**src/rtl/ts4231_pkg.sv**
```systemverilog
// Shared state encoding, default timing constants and a width helper for the
// TS4231 configuration scheduler.
package ts4231_pkg;

   typedef enum logic [2:0] {
      ST_IDLE,
      ST_SELECT,
      ST_RUN,
      ST_SETTLE,
      ST_NEXT
   } state_t;

   localparam int DEF_N_SENSORS      = 4;
   localparam int DEF_TIMEOUT_CYCLES = 9600000;  // 100 ms at 96 MHz
   localparam int DEF_RETRY_LIMIT    = 3;
   localparam int DEF_SETTLE_CYCLES  = 96;
   localparam int GUARD_CYCLES       = 2;        // stale cfg_configured ignored this long

   // Counter width for a limit, never below one bit.
   function automatic int cw(input int n);
      return (n <= 2) ? 1 : $clog2(n);
   endfunction

endpackage

```
**src/rtl/ts4231_config_scheduler_rr_pick.sv**
```systemverilog
// Combinational round-robin picker: first pending index after 'last', wrapping,
// with 'last' itself as the lowest-priority candidate.
module rr_pick
   import ts4231_pkg::*;
#(
   parameter int N  = DEF_N_SENSORS,
   parameter int IW = cw(N)
) (
   input  logic [N-1:0]  pending,
   input  logic [IW-1:0] last,
   output logic [IW-1:0] idx,
   output logic          valid
);

   int          c;
   logic [IW-1:0] ci;

   // Scan from farthest to nearest so the nearest pending index wins.
   always_comb begin
      idx   = '0;
      valid = 1'b0;
      c     = 0;
      ci    = '0;
      for (int k = N; k >= 1; k--) begin
         c  = (int'(last) + k) % N;
         ci = IW'(c);
         if (pending[ci]) begin
            idx   = ci;
            valid = 1'b1;
         end
      end
   end

endmodule

```
**src/rtl/ts4231_config_scheduler.sv**
```systemverilog
// Time-shares one TS4231 configurator across N sensors: round-robin service of
// pending sensors with per-attempt timeout, retry limit and post-service settle.
module ts4231_config_scheduler
   import ts4231_pkg::*;
#(
   parameter int N_SENSORS      = DEF_N_SENSORS,
   parameter int TIMEOUT_CYCLES = DEF_TIMEOUT_CYCLES,
   parameter int RETRY_LIMIT    = DEF_RETRY_LIMIT,
   parameter int SETTLE_CYCLES  = DEF_SETTLE_CYCLES
) (
   input  logic                       clk_96MHz,
   input  logic                       reset,
   input  logic [N_SENSORS-1:0]       sensor_lost,
   input  logic                       cfg_configured,
   output logic                       cfg_reconfigure,
   output logic [cw(N_SENSORS)-1:0]   sel,
   output logic [N_SENSORS-1:0]       sensor_configured,
   output logic [N_SENSORS-1:0]       sensor_failed,
   output logic                       busy
);

   localparam int IW = cw(N_SENSORS);
   localparam int TW = cw(TIMEOUT_CYCLES);
   localparam int AW = cw(RETRY_LIMIT + 1);
   localparam int SW = cw(SETTLE_CYCLES);

   state_t               state, state_nx;
   logic [N_SENSORS-1:0] pending, sel_mask, clr_mask;
   logic [IW-1:0]        last, pick;
   logic                 pick_vld;
   logic [TW-1:0]        tmr;
   logic [AW-1:0]        att;
   logic [SW-1:0]        scnt;
   logic                 gap, relost;
   logic                 in_run, success, tmo, final_tmo, done;

   rr_pick #(.N(N_SENSORS), .IW(IW)) u_pick (
      .pending (pending),
      .last    (last),
      .idx     (pick),
      .valid   (pick_vld)
   );

   // gap marks the single low cycle between retries; it is not part of an attempt.
   assign in_run    = (state == ST_RUN) && !gap;
   assign success   = in_run && (tmr >= TW'(GUARD_CYCLES)) && cfg_configured;
   assign tmo       = in_run && (tmr == TW'(TIMEOUT_CYCLES - 1)) && !success;
   assign final_tmo = tmo && ((int'(att) + 1) >= RETRY_LIMIT);
   assign done      = success || final_tmo;

   assign sel_mask  = N_SENSORS'(1) << sel;
   // A re-loss seen while serving keeps the sensor pending for another pass.
   assign clr_mask  = (done && !relost) ? sel_mask : '0;

   assign cfg_reconfigure = in_run;
   assign busy            = (state != ST_IDLE);

   always_comb begin
      state_nx = state;
      case (state)
         ST_IDLE:   if (|pending) state_nx = ST_SELECT;
         ST_SELECT: state_nx = pick_vld ? ST_RUN : ST_IDLE;
         ST_RUN:    if (done) state_nx = ST_SETTLE;
         ST_SETTLE: if (scnt == SW'(SETTLE_CYCLES - 1)) state_nx = ST_NEXT;
         ST_NEXT:   state_nx = (|pending) ? ST_SELECT : ST_IDLE;
         default:   state_nx = ST_IDLE;
      endcase
   end

   always_ff @(posedge clk_96MHz) begin
      if (reset) begin
         state             <= ST_IDLE;
         pending           <= '1;
         last              <= IW'(N_SENSORS - 1);
         sel               <= '0;
         sensor_configured <= '0;
         sensor_failed     <= '0;
         tmr               <= '0;
         att               <= '0;
         scnt              <= '0;
         gap               <= 1'b0;
         relost            <= 1'b0;
      end else begin
         state             <= state_nx;
         pending           <= (pending & ~clr_mask) | sensor_lost;
         sensor_configured <= (sensor_configured | (success ? sel_mask : '0)) & ~sensor_lost;
         sensor_failed     <= (sensor_failed | (final_tmo ? sel_mask : '0)) & ~sensor_lost;
         if ((state == ST_RUN || state == ST_SETTLE) && sensor_lost[sel])
            relost <= 1'b1;
         case (state)
            ST_SELECT: begin
               if (pick_vld) sel <= pick;
               att    <= '0;
               tmr    <= '0;
               gap    <= 1'b0;
               relost <= 1'b0;
            end
            ST_RUN: begin
               scnt <= '0;
               if (gap) begin
                  gap <= 1'b0;
               end else if (tmo) begin
                  att <= att + 1'b1;
                  tmr <= '0;
                  gap <= !final_tmo;
               end else if (!success) begin
                  tmr <= tmr + 1'b1;
               end
            end
            ST_SETTLE: scnt <= scnt + 1'b1;
            ST_NEXT:   last <= sel;
            default:   ;
         endcase
      end
   end

endmodule

```
**config.mk**
```make
export PLATFORM = sky130hd
export DESIGN_NAME = ts4231_config_scheduler
export DESIGN_NICKNAME = d
export VERILOG_FILES = /design/src/rtl/ts4231_pkg.sv /design/src/rtl/ts4231_config_scheduler_rr_pick.sv /design/src/rtl/ts4231_config_scheduler.sv
export SDC_FILE = /design/constraint.sdc
export NUM_CORES = 1
export LEC_CHECK = 0
export ABC_AREA = 1
export CAP_MARGIN = 10
export CELL_PAD_IN_SITES_DETAIL_PLACEMENT = 1
export CELL_PAD_IN_SITES_GLOBAL_PLACEMENT = 2
export CORE_MARGIN = 5
export CORE_UTILIZATION = 30
export DETAILED_ROUTE_END_ITERATION = 12
export HOLD_SLACK_MARGIN = 0.06
export PLACE_DENSITY = 0.73
export SLEW_MARGIN = 30
export SYNTH_ARGS = -nofsm -noshare
export SYNTH_HDL_FRONTEND = slang
export SYNTH_SLANG_ARGS = --single-unit
```
**constraint.sdc**
```tcl
create_clock -name clk_96MHz -period 1.8 [get_ports clk_96MHz]
set_input_delay 0.27 -clock clk_96MHz [delete_from_list [all_inputs] [get_ports clk_96MHz]]
set_output_delay 0.27 -clock clk_96MHz [all_outputs]
set_load 0.005 [all_outputs]
```
# Yosys cells after proc, flatten, opt, wreduce, memory -nomap -nowiden
# Cells that the tools add are included.
[word_totals] regBits=54 output_inout_bits=12 in_bits=7
[classes] n_reduce_logical=24 shift=1 eq_ne=12 bitwise_logic=8 magnitude_cmp=7 mux=38 add_sub_neg=8
[op_table] cell="$mux W24" n=3
[op_table] cell="$pmux W24 S2" n=1
[op_table] cell="$add A24 B1 Y24 const B" n=1
[op_table] cell="$eq A24 B24 Y1 const B" n=1
[op_table] cell="$ge A24 B2 Y1 const B" n=1
[op_table] cell="$lt A2 B3 Y1 const B" n=5
[op_table] cell="$pmux W3 S5" n=1
[op_table] cell="$mux W2" n=7
[op_table] cell="$pmux W7 S2" n=1
[op_table] cell="$and A4 B4 Y4" n=3
[op_table] cell="$mux W1" n=12
[op_table] cell="$mux W4" n=3
[op_table] cell="$or A4 B4 Y4" n=3
[op_table] cell="$bmux W1 S2" n=5
[op_table] cell="$ne A2 B2 Y1 const B" n=5
[op_table] cell="$mux W3" n=3
[op_table] cell="$reduce_and A3 Y1" n=3
[op_table] cell="$logic_and A1 B1 Y1" n=8
[op_table] cell="$not A4 Y4" n=2
[op_table] cell="$add A7 B1 Y7 const B" n=1
[op_table] cell="$eq A7 B7 Y1 const B" n=1
[op_table] cell="$add A2 B1 Y2 const B" n=3
[op_table] cell="$eq A3 B2 Y1 const B" n=2
[op_table] cell="$add A2 B2 Y2 const B" n=2
[op_table] cell="other kinds (16)" n=21

# Longest topological paths before layout
# Gate-level depths: netlist (run 1).
[depth] word_depth=13 mapped_depth=13

# By module
# A second synthesis (run 1) with hierarchy kept.
[unflattened] hier_cells=500 area_unflattened_um2=3278.1
[modules_own_cells] module="ts4231_config_scheduler" area_each_um2=3051.7 seq_area_each_um2=1081.0 instances=1 cells_per_inst=451
[modules_own_cells] module="rr_pick" area_each_um2=226.5 seq_area_each_um2=0.0 instances=1 cells_per_inst=49

# Worst setup path before layout (run 1)
# OpenSTA, ideal clock, no wires.
[synth_timing] kind="register to register" start="register tmr[0]" end="register tmr[16]" n_path_buf=1 setup_time_ps=117 stages_incl_launch_ff=14 setup_slack_ps=94 t_arrival_ps=1589 cell_sequence="dfxtp_1 > inv_1 > ha_1 > nor2_1 > nand2_1 > nor2_1 > nand3_2 > nand2_4 > nand2_4 > nand2_4 > nor2_8 > buf_6 > nand2_1 > a21oi_2"
[synth_between] elab_chain_cells=8 word_cells_on_any_way=14 classes_between="add/sub (1); order compare (1); eq/ne (2); mux (4); reduce/logical (6)"
[synth_rtl] item="start: declaration" line="ts4231_config_scheduler.sv:31" text="logic [TW-1:0] tmr;"
[synth_rtl] item="start signal: assignment" line="ts4231_config_scheduler.sv:107" text="tmr <= tmr + 1'b1;"
[synth_rtl] item="$ge A24 B2 Y1" line="ts4231_config_scheduler.sv:46" text="assign success = in_run && (tmr >= TW'(GUARD_CYCLES)) && cfg_configured;"
[synth_rtl] item="$logic_and A1 B1 Y1 (2 in a row)" line="ts4231_config_scheduler.sv:46"
[synth_rtl] item="$logic_not A1 Y1"
[synth_rtl] item="$logic_and A1 B1 Y1" line="ts4231_config_scheduler.sv:47" text="assign tmo = in_run && (tmr == TW'(TIMEOUT_CYCLES - 1)) && !success;"
[synth_rtl] item="$mux W24" line="ts4231_config_scheduler.sv:102" text="end else if (tmo) begin"
[synth_rtl] item="$mux W24" line="ts4231_config_scheduler.sv:100" text="if (gap) begin"
[synth_rtl] item="$pmux W24 S2" line="ts4231_config_scheduler.sv:90" text="case (state)"
# Several ways; a longest one is shown, not always the timed one. The select of a mux whose other input is x is not followed.
# A chain may end at the register's enable or synchronous reset.

# Final worst setup path (run 1)
[layout_timing] start="register tmr[0]" end="register tmr[12]"
# Same word-level chain as after synthesis.

==> results of run 1 <==
[Yosys cell counts (4+ instances only)]
master    number
nand2_1       97
inv_1         72
nor2_1        61
dfxtp_1       54
nand3_1       41
a21oi_1       28
o21ai_0       16
nand4_1       14
nor3_1        13
o21ai_2        6
a21oi_2        5
buf_6          5
ha_1           5
nand2_4        5
o211ai_1       5
inv_2          4
nand2_2        4
nor2_2         4
[metal layers]
metal  wire length (microns)  share of wire  track usage  vias to the layer above
li1                        -              -            -                     1676
met3                     196          0.020      0.02781                       10
met5                       0              0            0                        -
met2                    4877           0.49       0.2800                       24
met1                    4701           0.47       0.1985                     1557
met4                     153          0.015      0.05369                        0
[worst max-delay path, delay by kind of cell (launching register included)]
family	cells	cell delay, ns
adder cells (fa/ha/maj)	1	0.15
AND/OR/NAND/NOR	6	0.61
AO/OA/AOI/OAI	2	0.27
flip-flops	1	0.41
buffers and inverters	2	0.24
[layout make-up]
| cell class | count | share of cell area |
|---|---|---|
| clock buffers | 5 | 0.01635 |
| clock inverters | 3 | 0.006244 |
| inverters | 77 | 0.06928 |
| multi-input cells | 336 | 0.4639 |
| flip-flops and latches | 54 | 0.2623 |
| well taps | 136 | 0.04044 |
| repair buffers | 67 | 0.1415 |
[power breakdown]
part,switching (mW),internal [mW]
Combinational,1.01,0.661
Sequential,0.110,1.28
Clock,0.495,0.283
Total,1.61,2.22
[sequential cells by signal (all words and copies together) (netlist names)]
| signal | flops |
|---|---|
| sel | 2 |
| last | 2 |
| sensor_failed | 4 |
| att | 2 |
| state | 3 |
| tmr | 24 |
| scnt | 7 |
| relost | 1 |
| pending | 4 |
| gap | 1 |
| sensor_configured | 4 |
[final timing paths]
| path | startpoint | to | slack [ns] | depth (start not counted) |
|---|---|---|---|---|
| min reg2reg | sensor_configured[1]$_SDFF_PP0_ | sensor_configured[1]$_SDFF_PP0_ | 0.45 | 2 |
| min | sensor_configured[1]$_SDFF_PP0_ | sensor_configured[1]$_SDFF_PP0_ | 0.45 | 2 |
| max reg2reg | tmr[0]$_SDFFE_PP0P_ | tmr[12]$_SDFFE_PP0P_ | 0.02 | 11 |
| max | tmr[0]$_SDFFE_PP0P_ | tmr[12]$_SDFFE_PP0P_ | 0.02 | 11 |
[through the flow]
step / setup slack [ns] / hold slack [ns] / TNS (ns)
floorplan: 0.09418 / 0.3895 / 0
global placement: -0.03944 / 0.4399 / -0.1776
detailed placement: -0.09889 / 0.4401 / -0.8909
CTS: -0.02134 / 0.4589 / -0.1226
global route: -0.09509 / 0.4802 / -0.6358
finish: 0.02048 / 0.4549 / 0
[kinds of logic after synthesis]
| group | synth area share |
|---|---|
| simple gates | 0.3684 |
| buf+inv | 0.1135 |
| compound gates | 0.1519 |
| flops | 0.3383 |
| fa+ha+maj | 0.01958 |
| xor+xnor | 0.008224 |
[what timing repair did]
action,CTS,global route
gates resized for setup,8,58
buffers inserted,6,1
setup endpoints to repair,27,36
gates cloned,1,0
pin swaps,2,3
==> impl_metrics.csv, run 1 <==
group,metric,value,unit
status,status,"finished clean",
yosys,async_flop_share,0,
yosys,yosysWarnings,0,
worst_setup_path,critical_path_class,"reg -> reg",
global_routing,grt_remaining_overflow,0,
power,vdd_drop_max,648.7,uV
global_routing,antenna_found_initial,0,
floorplanning,floorplan.initialDensity,0.3082,
worst_setup_path,crit_slowest_cell,"dfxtp_4",
layout,area_growth,31.68,%
yosys,yosysSeqAreaShare,0.3383,
worst_setup_path,required,2.03,ns
yosys,synth_area_per_cell,6.728,sq um
yosys,synthCells,475,
clock_network,clockBufferDepth,2,
yosys,synth_edf_count,0,
timing,max_freq,0.5620,GHz
floorplanning,io_pins,19,
detailed_routing,vias_per_cell,4.819,
timing,period_share,0.9886,
layout,num_antenna_cells,0,
timing,setup_viol_count_final,0,
detailed_routing,final_antenna_net_count,0,
global_routing,grt_max_degree,23,
yosys,synthFlopType,"dfxtp_1",
clock_network,clock_sinks,54,
power,p_leak,1.783,nW
placed_design,placedCellCount,662,
detailed_routing,routed_wl,9928,microns
floorplanning,die_h,113.2,microns
yosys,yosysTopAreaCell,"dfxtp_1",
detailed_routing,firstDrtPassIters,4,
detailed_routing,remaining_drc_errors,0,
timing,rsz0062_at_grt,"yes",
yosys,ys_types,40,
timing,slew_violations,0,
detailed_routing,wl_per_cell,14.64,microns
placed_design,routabilityCongestion,0.7875,
power,power_density,912.0,mW/mm^2
layout,multi_input_area,0.001952,sq mm
clock_network,clkTransAtPathRegs,0.12,ns
layout,fin_cells,678,
clock_network,clkLatencyLatePin,0.34,ns
detailed_routing,vias,3267,
global_routing,grt_pass1_vias,3393,
floorplanning,fp.dieW,113.2,microns
worst_setup_path,crit_path_end_kind,"flip-flop",
timing,worst_pin_slew,0.4623,ns
floorplanning,design.core.area,0.01037,sq mm
layout,drive_gt1_frac,0.2565,
yosys,syn-cell-area,0.003196,sq mm
worst_setup_path,max_stage_delay,0.41,ns
layout,nNetsFinal,553,
timing,fin_skew,0.01617,ns
clock_network,cts_buffers,5,
clock_network,h-tree-depth,2,
worst_setup_path,cp_cell_sequence,"inv_4 -> ha_4 -> nor2_2 -> nand2_1 -> nor2_2 -> nand3_4 -> a21oi_4 -> buf_12 -> nand3_1 -> nand2_1 -> a21boi_0",
global_routing,grt_usage,0.1602,
layout,finish.utilization,0.4058,
floorplanning,die_area,0.01282,sq mm
worst_setup_path,start_kind,"flip-flop",
clock_network,cts_tree,"done",
yosys,ys_top_cells_by_area,"dfxtp_1 34%, nand2_1 11%, inv_1 8.5%",
layout,design_area,0.004208,sq mm
layout,final_cell_mix,"89 x nand2_1, 69 x inv_1, 49 x nor2_1, 44 x buf_4, 42 x dfxtp_1",
global_routing,grt_first_pass_wirelength,16420,microns
timing,hold_viol_final,0,
placed_design,dpl.hpwl,7635,microns
worst_setup_path,cp.arrival,2.01,ns
floorplanning,rows,37,
worst_setup_path,crit_fanout,22,
hold_path,hold_class,"reg -> reg",
timing,max_slew_margin,0.6907,
layout,regArea,0.001104,sq mm
placed_design,dpl-instance-area,0.003812,sq mm
layout,n_fill_cell,1356,
detailed_routing,drt_iter0_drc,144,
yosys,syn_nets,487,
timing,fin_crit,1.780,ns
power,power,3.838,mW
yosys,synth.top_cell.area_share,0.3383,
job,cap_violations,0,
clock_network,root_buffer,"clkbuf_8",
layout,layout_commonest_cell,"nand2_1",
placed_design,port-buffer-count,18,
yosys,synth_seq_cells,54,
clock_network,hold_buffers,0,
Power figures use the tool's default switching activity.
==> run 2: changes to the inputs <==
CORE_UTILIZATION = 31   (was 30)
CTS_BUF_LIST = sky130_fd_sc_hd__clkbuf_8   (was default)
PLACE_DENSITY = 0.75   (was 0.73)
==> impl_metrics.csv, run 2 (synthesis gave the netlist of run 1 again) <==
group,metric,value,unit
status,status,"complete, but fails checks",
status,violations,"negative setup slack",
power,p_sw,1.672,mW
placed_design,placedCellCount,660,
layout,final_cell_mix,"86 x nand2_1, 69 x inv_1, 49 x nor2_1, 48 x dfxtp_1, 45 x buf_4",
placed_design,dpl-instance-area,0.003785,sq mm
timing,max_freq,0.5499,GHz
layout,area_growth,35.08,%
global_routing,grt_pass1_vias,3486,
clock_network,cts_tree,"done",
floorplanning,die_area,0.01244,sq mm
floorplanning,fp.dieW,111.5,microns
worst_setup_path,start_kind,"flip-flop",
timing,worst_pin_slew,0.4054,ns
hold_path,hold_class,"reg -> reg",
clock_network,h-tree-depth,2,
layout,fin_cells,681,
detailed_routing,vias_per_cell,4.872,
placed_design,routabilityCongestion,0.7969,
layout,finish.utilization,0.4238,
placed_design,port-buffer-count,18,
global_routing,grt_max_degree,17,
timing,setup_viol_count_final,1,
layout,layout_commonest_cell,"nand2_1",
clock_network,clockBufferDepth,2,
worst_setup_path,crit_top_cell,"nand2_4",
power,switching_share,0.3722,
worst_setup_path,cp.arrival,2.05,ns
global_routing,antenna_found_initial,0,
clock_network,clkLatencyLatePin,0.32,ns
timing,setup_tns,-0.01841,ns
global_routing,grt_remaining_overflow,0,
worst_setup_path,cp_cell_sequence,"buf_6 -> ha_4 -> nand2_4 -> nor2_4 -> nand2_4 -> nor2_4 -> nand2_4 -> inv_2 -> nand2_4 -> nand2_4 -> nor2_8 -> nand2_1 -> a21boi_0",
floorplanning,floorplan.initialDensity,0.3138,
timing,fin_crit,1.818,ns
layout,num_antenna_cells,0,
power,power_density,1041,mW/mm^2
floorplanning,die_h,111.5,microns
layout,regMostFlops,"tmr",
worst_setup_path,critical_path_class,"reg -> reg",
floorplanning,rows,37,
worst_setup_path,crit_fanout,8,
floorplanning,io_pins,19,
timing,fin_skew,0.009300,ns
worst_setup_path,crit_slowest_cell,"dfxtp_2",
timing,setup_ws,-0.01841,ns
detailed_routing,final_antenna_net_count,0,
clock_network,clock_sinks,54,
layout,largest_reg_flops,24,
layout,drive_gt1_frac,0.2569,
power,internal-power,2.821,mW
worst_setup_path,max_stage_delay,0.34,ns
timing,hold_viol_final,0,
detailed_routing,vias,3318,
power,vdd_drop_max,626.1,uV
detailed_routing,remaining_drc_errors,0,
clock_network,hold_buffers,0,
layout,largest_registers,"tmr: 24 flops, scnt: 7 flops",
layout,nNetsFinal,556,
detailed_routing,routed_wl,10240,microns
worst_setup_path,rr_startpoint,"tmr[0]$_SDFFE_PP0P_",
worst_setup_path,crit_path_end_kind,"flip-flop",
hold_path,holdCritStartpoint,"sensor_failed[1]$_SDFF_PP0_",
clock_network,cts_buffers,5,
global_routing,grt_first_pass_wirelength,16780,microns
detailed_routing,drt_iter0_drc,132,
clock_network,root_buffer,"clkbuf_8",
floorplanning,design.core.area,0.01018,sq mm
worst_setup_path,required,2.03,ns
power,p_leak,1.880,nW
timing,rsz0062_at_grt,"yes",
timing,period_share,1.010,
layout,design_area,0.004317,sq mm
clock_network,clkTransAtPathRegs,0.10,ns
placed_design,dpl.hpwl,7555,microns
detailed_routing,firstDrtPassIters,4,
worst_setup_path,startpoint,"tmr[0]$_SDFFE_PP0P_",
detailed_routing,wl_per_cell,15.03,microns
job,cap_violations,0,
global_routing,grt_usage,0.1616,
placed_design,place_ws,-0.1712,ns
power,pwr-share-clk,0.230,
power,seq_power_share,0.305,
timing,slew_violations,0,
power,power_frac_comb,0.464,
timing,max_slew_margin,0.7287,
==> run 2: changes by cell type in the layout (fill, tap and decap cells not counted), moves of 3 or more <==
cell / before / now
clkinv_4: 3 / 0
nand2_8: 4 / 0
nand3_2: 1 / 6
dfxtp_1: 42 / 48
nor3_2: 5 / 2
nand2_4: 3 / 10
nand2_1: 89 / 86
nor3_1: 8 / 11
dfxtp_2: 9 / 5
nand3_1: 40 / 35
==> run 2: power by group through the flow <==
stage               sequential, mW  combinational (mW)  clock (mW)
global route                  1.39                2.27        1.10
floorplan                     1.37                1.00           0
finish                        1.37                2.09        1.03
detailed placement            1.40                1.50           0
CTS                           1.37                1.81        1.07
global placement              1.39                1.47           0
==> run 2: path summary, 6_finish.rpt <==
path	end	slack [ns]	cells past startpoint
setup reg to reg	tmr[11]$_SDFFE_PP0P_	-0.02	13
hold reg to reg	sensor_failed[1]$_SDFF_PP0_	0.47	2
hold / removal	sensor_failed[1]$_SDFF_PP0_	0.47	2
setup / recovery	tmr[11]$_SDFFE_PP0P_	-0.02	13
==> run 2: metrics by stage <==
| step | power, mW | hold WS, ns |
|---|---|---|
| finish | 4.493 | 0.4660 |
| global placement | 2.862 | 0.4440 |
| detailed placement | 2.894 | 0.4553 |
| global route | 4.762 | 0.4961 |
| floorplan | 2.372 | 0.3895 |
| CTS | 4.250 | 0.4707 |
==> run 2: cell type report <==
| type | instances | area (sq um) |
|---|---|---|
| sequential | 54 | 1091 |
| fill | 1286 | 5868 |
| multi-input combinational | 335 | 1951 |
| clock inverter | 2 | 60.06 |
| tap | 136 | 170.2 |
| timing repair buffer | 71 | 673.1 |
| clock buffer | 6 | 82.58 |
| inverter | 77 | 289.0 |
==> run 2: routing by layer <==
layer | global-route usage | part of all wire
met1 | 0.1929 | 0.44
met3 | 0.02772 | 0.017
met2 | 0.3024 | 0.53
met4 | 0.03406 | 0.016
met5 | 0 | 0
==> run 2: what timing repair did <==
item,CTS,global route
buffers inserted,6,5
endpoints found under the setup margin,37,41
pin swaps,3,25
gates resized for setup,19,49
cloned,1,2
==> run 2: worst max-delay path, delay by kind of cell (launching register included) <==
family	cells	cell delay [ns]
AND/OR/NAND/NOR	9	0.86
buffers and inverters	2	0.17
flip-flops	1	0.34
AO/OA/AOI/OAI	1	0.21
adder cells (fa/ha/maj)	1	0.16
==> variant 1 (settings of run 1) <==
Set the package constant `DEF_TIMEOUT_CYCLES` to 38400000 (it was 9600000).
--- a/src/rtl/ts4231_pkg.sv
+++ b/src/rtl/ts4231_pkg.sv
@@ -11,7 +11,7 @@
    } state_t;
 
    localparam int DEF_N_SENSORS      = 4;
-   localparam int DEF_TIMEOUT_CYCLES = 9600000;  // 100 ms at 96 MHz
+   localparam int DEF_TIMEOUT_CYCLES = 38400000;  // 100 ms at 96 MHz
    localparam int DEF_RETRY_LIMIT    = 3;
    localparam int DEF_SETTLE_CYCLES  = 96;
    localparam int GUARD_CYCLES       = 2;        // stale cfg_configured ignored this long
Behaviour: same outputs for any inputs over 10 cycles, from zero or initial values and one cycle with reset high; that may be too few to reach the edited logic, so the function may still have changed.
==> variant 1 against run 1 <==
  * The flow now finishes with violations (negative setup slack)
  * Design area up 14%
  * Power grew 11%
  * Synthesized area increased by 2.4%
  * Combinational power rose by 29%
  * Wire length rose by 15%
  * Count of clock-buffer cells in the layout increased by 1
  * Worst setup slack got worse by 0.13 ns
  * Via count up 11%
  * Sequential cell count increased by 2
  * Synthesized cell count is 3.6% higher
  * Critical path depth grew 1
  * Worst hold slack better by 0.0091 ns
  * Highest routed layer unchanged
==> variant 1: results (changes against run 1) <==
- Worst path max stage delay: 0.39 ns (-0.02 ns)
- Fill count: 1370 (+1.0%)
- Outcome: finished, violations left
- Syn Nets: 504 (+3.5%)
- Layout cells sized above 1: 33.5% (+7.9 points)
- Clock buf count: 6 (+1)
- Post-synth cell types: 38 (-5.0%)
- RePlAce Congestion: 0.796 (+1.1%)
- Dpl cells: 714 (+7.9%)
- Top cells by area, synth: dfxtp_1 34%, nand2_1 13%, inv_1 8.6%
- Number of global-route vias before repair: 3841 (+13%)
- Peak VDD IR: 0.000525 V (-19%)
- Comb_multi_in: 353 (+5.1%)
- Clk Latency, worst-skew pair: 0.32 ns (-0.02 ns)
- Seq pwr share: 33.2% (-3.0 points)
- Met3 WL: 153 µm (-22%)
- Logic inverters: 75 (-2.6%)
- Synth cell count leaders: 114 x nand2_1, 75 x inv_1, 63 x nor2_1
- Dpl hpwl: 8.38 mm (+9.8%)
- Sequential cell area share: 23.7% (-2.5 points)
- Clk slew on worst S/H paths: 0.10 ns (-0.02 ns)
- Tot GR Track Use: 17.3% (+1.3 points)
- Sequential area share after synthesis: 34.3% (+0.42 points)
- Failing checks: negative setup slack
- Max-slew headroom: 74.4% (+5.3 points)
- Final WS setup: -0.112 ns (-0.132 ns)
- Vias per cell: 4.86 (+0.93%)
- CP arrival: 2.13 ns (+0.12 ns)
- Tap cells: 140 (+2.9%)
- GR Layer Usage met3: 2.27% (-0.51 points)
- Area of the multi-input gates: 0.00210 mm² (+7.8%)
- Seq_cells: 56 (+3.7%)
- Metal2 WL: 6.08 mm (+25%)
- Layout area overhead: 46.0%
- WHS: 0.464 ns (+0.00909 ns)
- LEAKAGE: 2.09 nW (+17%)
- Setup TNS: -2.24 ns (-2.24 ns)
- ClkCell Share: 1.62% (-0.64 points)
- M1 WL: 4.96 mm (+5.4%)
- Buffers, non-clock: 115 (+72%)
- Non-clk buf share: 20.9% (+6.8 points)
- Pre-CTS WS: -0.202 ns (-0.103 ns)
- Sw Ratio: 39.0% (-3.1 points)
- Final setup fails: 35 (+35)
- Area after DPL: 0.00412 mm² (+8.0%)
- Met2 track demand over resource: 33.3% (+5.3 points)
- Worst Path Max Fanout: 4 (-82%)
- Final wirelength: 11.4 mm (+15%)
- Synth Instances: 492 (+3.6%)
## variant 1: changes by cell type in the layout (fill, tap and decap cells not counted), sizes merged, moves of 3 or more
cell and delta:
o211ai -4, o21bai +5, a21boi -3, a21oi +6, nand2 +15, nand3 -12
nand4 +4, clkinv -3, buf +48, or2 +5
## variant 1: cell families after synthesis
logic type | count (synthesis) | share of synthesized area (%)
flip-flops | 56 | 34.3
AND/OR/NAND/NOR | 261 | 36.2
AO/OA/AOI/OAI | 82 | 15.7
XOR/XNOR | 5 | 1.34
adder cells (fa/ha/maj) | 5 | 1.91
buffers and inverters | 83 | 10.6
## variant 1: worst paths after layout
| path | from | to |
|---|---|---|
| setup / recovery | tmr[0] | tmr[13] |
| hold / removal | sensor_configured[1] | sensor_configured[1] |
| setup reg to reg | tmr[0] | tmr[13] |
| hold reg to reg | sensor_configured[1] | sensor_configured[1] |
## variant 1: what timing repair did
item	CTS	global route
pin swaps	13	30
buffers inserted	17	8
resized for setup	47	63
endpoints found under the setup margin	39	43
cloned	0	0
==> variant 2 (settings of run 1) <==
Without the edit above. Put a register stage on the outputs `cfg_reconfigure` and `busy`, with the module's reset. The values now appear one clock later. The other outputs are not delayed to match.
--- a/src/rtl/ts4231_config_scheduler.sv
+++ b/src/rtl/ts4231_config_scheduler.sv
@@ -52,8 +52,15 @@
    // A re-loss seen while serving keeps the sensor pending for another pass.
    assign clr_mask  = (done && !relost) ? sel_mask : '0;
 
-   assign cfg_reconfigure = in_run;
-   assign busy            = (state != ST_IDLE);
+   always_ff @(posedge clk_96MHz) begin
+      if (reset) begin
+         cfg_reconfigure <= '0;
+         busy            <= '0;
+      end else begin
+         cfg_reconfigure <= in_run;
+         busy            <= (state != ST_IDLE);
+      end
+   end
 
    always_comb begin
       state_nx = state;
Behaviour: not the same (a bounded check fails within 4 cycles, from zero or initial values and one cycle with reset high).
==> variant 2 against run 1 <==
  * Power rose by 12%
  * Critical path depth rose by 1
  * Worst setup slack improved by 0.014 ns
  * Global-route usage fell by 0.090 points
  * Cell count rose by 2.5%
  * Sequential share of layout area rose by 0.74 points
  * Sequential cell count rose by 2
  * Sequential power rose by 6%
  * Utilization fell by 1.6 points
  * Non-clock buffer count fell by 8
  * Design area fell by 0.45%
  * Wire length rose by 1.7%
  * Synthesized area rose by 2.3%
  * First-iteration DRC count fell by 53%
==> variant 2: results (changes against run 1) <==
- Clock power frac: 21.8% (+1.5 points)
- # nets final: 566 (+2.4%)
- XOR/XNOR Fraction of Synth Area: 0.536% (-0.29 points)
- Worst Path Max Fanout: 13 (-41%)
- Synth cell count leaders: 118 x nand2_1, 73 x inv_1, 64 x nor2_1
- Largest regs: tmr x24, scnt x7
- Tot GR Track Use: 15.9% (-0.090 points)
- Most used DFF post-synth: dfxtp_1
- Seq pwr share: 34.3% (-1.9 points)
- Top cells by area, synth: dfxtp_1 34%, nand2_1 14%, inv_1 8.4%
- Dpl hpwl: 7.86 mm (+2.9%)
- Dpl cells: 683 (+3.2%)
- WL/cell: 14.5 µm (-0.76%)
- Slowest CP cell: dfxtp_2
- Setup Fix Bufs, Post-CTS: 0 (-6)
- Crit-path leading delay family: simple AND/OR/NAND/NOR gates
- Peak VDD IR: 0.000501 V (-23%)
- Synth Instances: 496 (+4.4%)
- Clk Latency, worst-skew pair: 0.32 ns (-0.02 ns)
- R2r worst-path depth: 12 (+1)
- First-pass GRT wire length: 16.8 mm (+2.0%)
- LEAKAGE: 1.81 nW (+1.3%)
- Outcome: finished clean
- Vias: 3313 (+1.4%)
- Initial drt markers: 68 (-53%)
- CP arrival: 1.99 ns (-0.02 ns)
- Sequential area share after synthesis: 34.3% (+0.46 points)
- Syn Nets: 508 (+4.3%)
- Compound-gate portion of the synthesized area: 12.7% (-2.5 points)
- Pre-CTS WS: -0.0769 ns (+0.0220 ns)
- RePlAce Congestion: 0.836 (+6.2%)
- Layout cells sized above 1: 22.2% (-3.5 points)
- Worst path max stage delay: 0.37 ns (-0.04 ns)
- Antenna cells: 0 (unchanged)
- Fill count: 1395 (+2.9%)
- Main combinational cell family by area after synthesis: simple AND/OR/NAND/NOR gates
- Vias per cell: 4.77 (-1.1%)
- Post-synth cell types: 46 (+15%)
- CTS max path bufs: 2 (unchanged)
- Internal: 0.00259 W (+16%)
- PostCTS Resize Cnt: 5 (-3)
- Number of global-route vias before repair: 3466 (+2.2%)
- Least-Margin Pin Slew: 0.385 ns (-0.0774 ns)
- Clock Skews: 0.00670 ns (-0.00947 ns)
- Post-synthesis adder-cell area fraction: 1.91% (-0.044 points)
- Largest net degree at the start of global routing: 27 (+17%)
variant 2: changes by cell type after synthesis, sizes merged, moves of 2 or more:
| cell | run 1 | this run |
|---|---|---|
| a21boi | 3 | 1 |
| a211oi | 3 | 1 |
| and3 | 0 | 2 |
| nor2 | 68 | 74 |
| inv | 76 | 81 |
| nand3 | 43 | 38 |
| nand2 | 106 | 128 |
| dfxtp | 54 | 56 |
| nor3 | 13 | 11 |
| a21oi | 34 | 30 |
variant 2: metrics by stage:
step | util [%] | area, µm² | total power, W | hold WS (ns)
5_1_grt | 39.0 | 4190 | 0.00460 | 0.488
4_1_cts | 37.1 | 3990 | 0.00407 | 0.463
3_3_place_gp | 35.9 | 3850 | 0.00305 | 0.440
3_5_place_dp | 35.9 | 3850 | 0.00307 | 0.445
2_1_floorplan | - | 3270 | 0.00252 | 0.389
6_report | 39.0 | 4190 | 0.00429 | 0.458
variant 2: layer usage:
layer | track usage [%] | vias to the layer above | wire [µm]
met1 | 19.8 | 1594 | 4790
met2 | 29.0 | 14 | 5110
met4 | 3.56 | 0 | 75
met5 | 0 | - | 0
li1 | - | 1701 | -
met3 | 2.22 | 4 | 129
variant 2: worst paths after layout:
| path | from | to | slack (ns) |
|---|---|---|---|
| setup / recovery | tmr[0] | tmr[7] | 0.03 |
| hold / removal | sensor_configured[1] | sensor_configured[1] | 0.46 |
| hold reg to reg | sensor_configured[1] | sensor_configured[1] | 0.46 |
| setup reg to reg | tmr[0] | tmr[7] | 0.03 |
variant 2: area by class of cell:
class / count / area share [%]
Multi-Input combinational cell: 350 / 45.1
Clock buffer: 7 / 2.30
Tap cell: 140 / 4.18
Inverter: 82 / 7.65
Clock inverter: 1 / 0.717
Sequential cell: 56 / 27.0
Timing Repair Buffer: 59 / 13.1
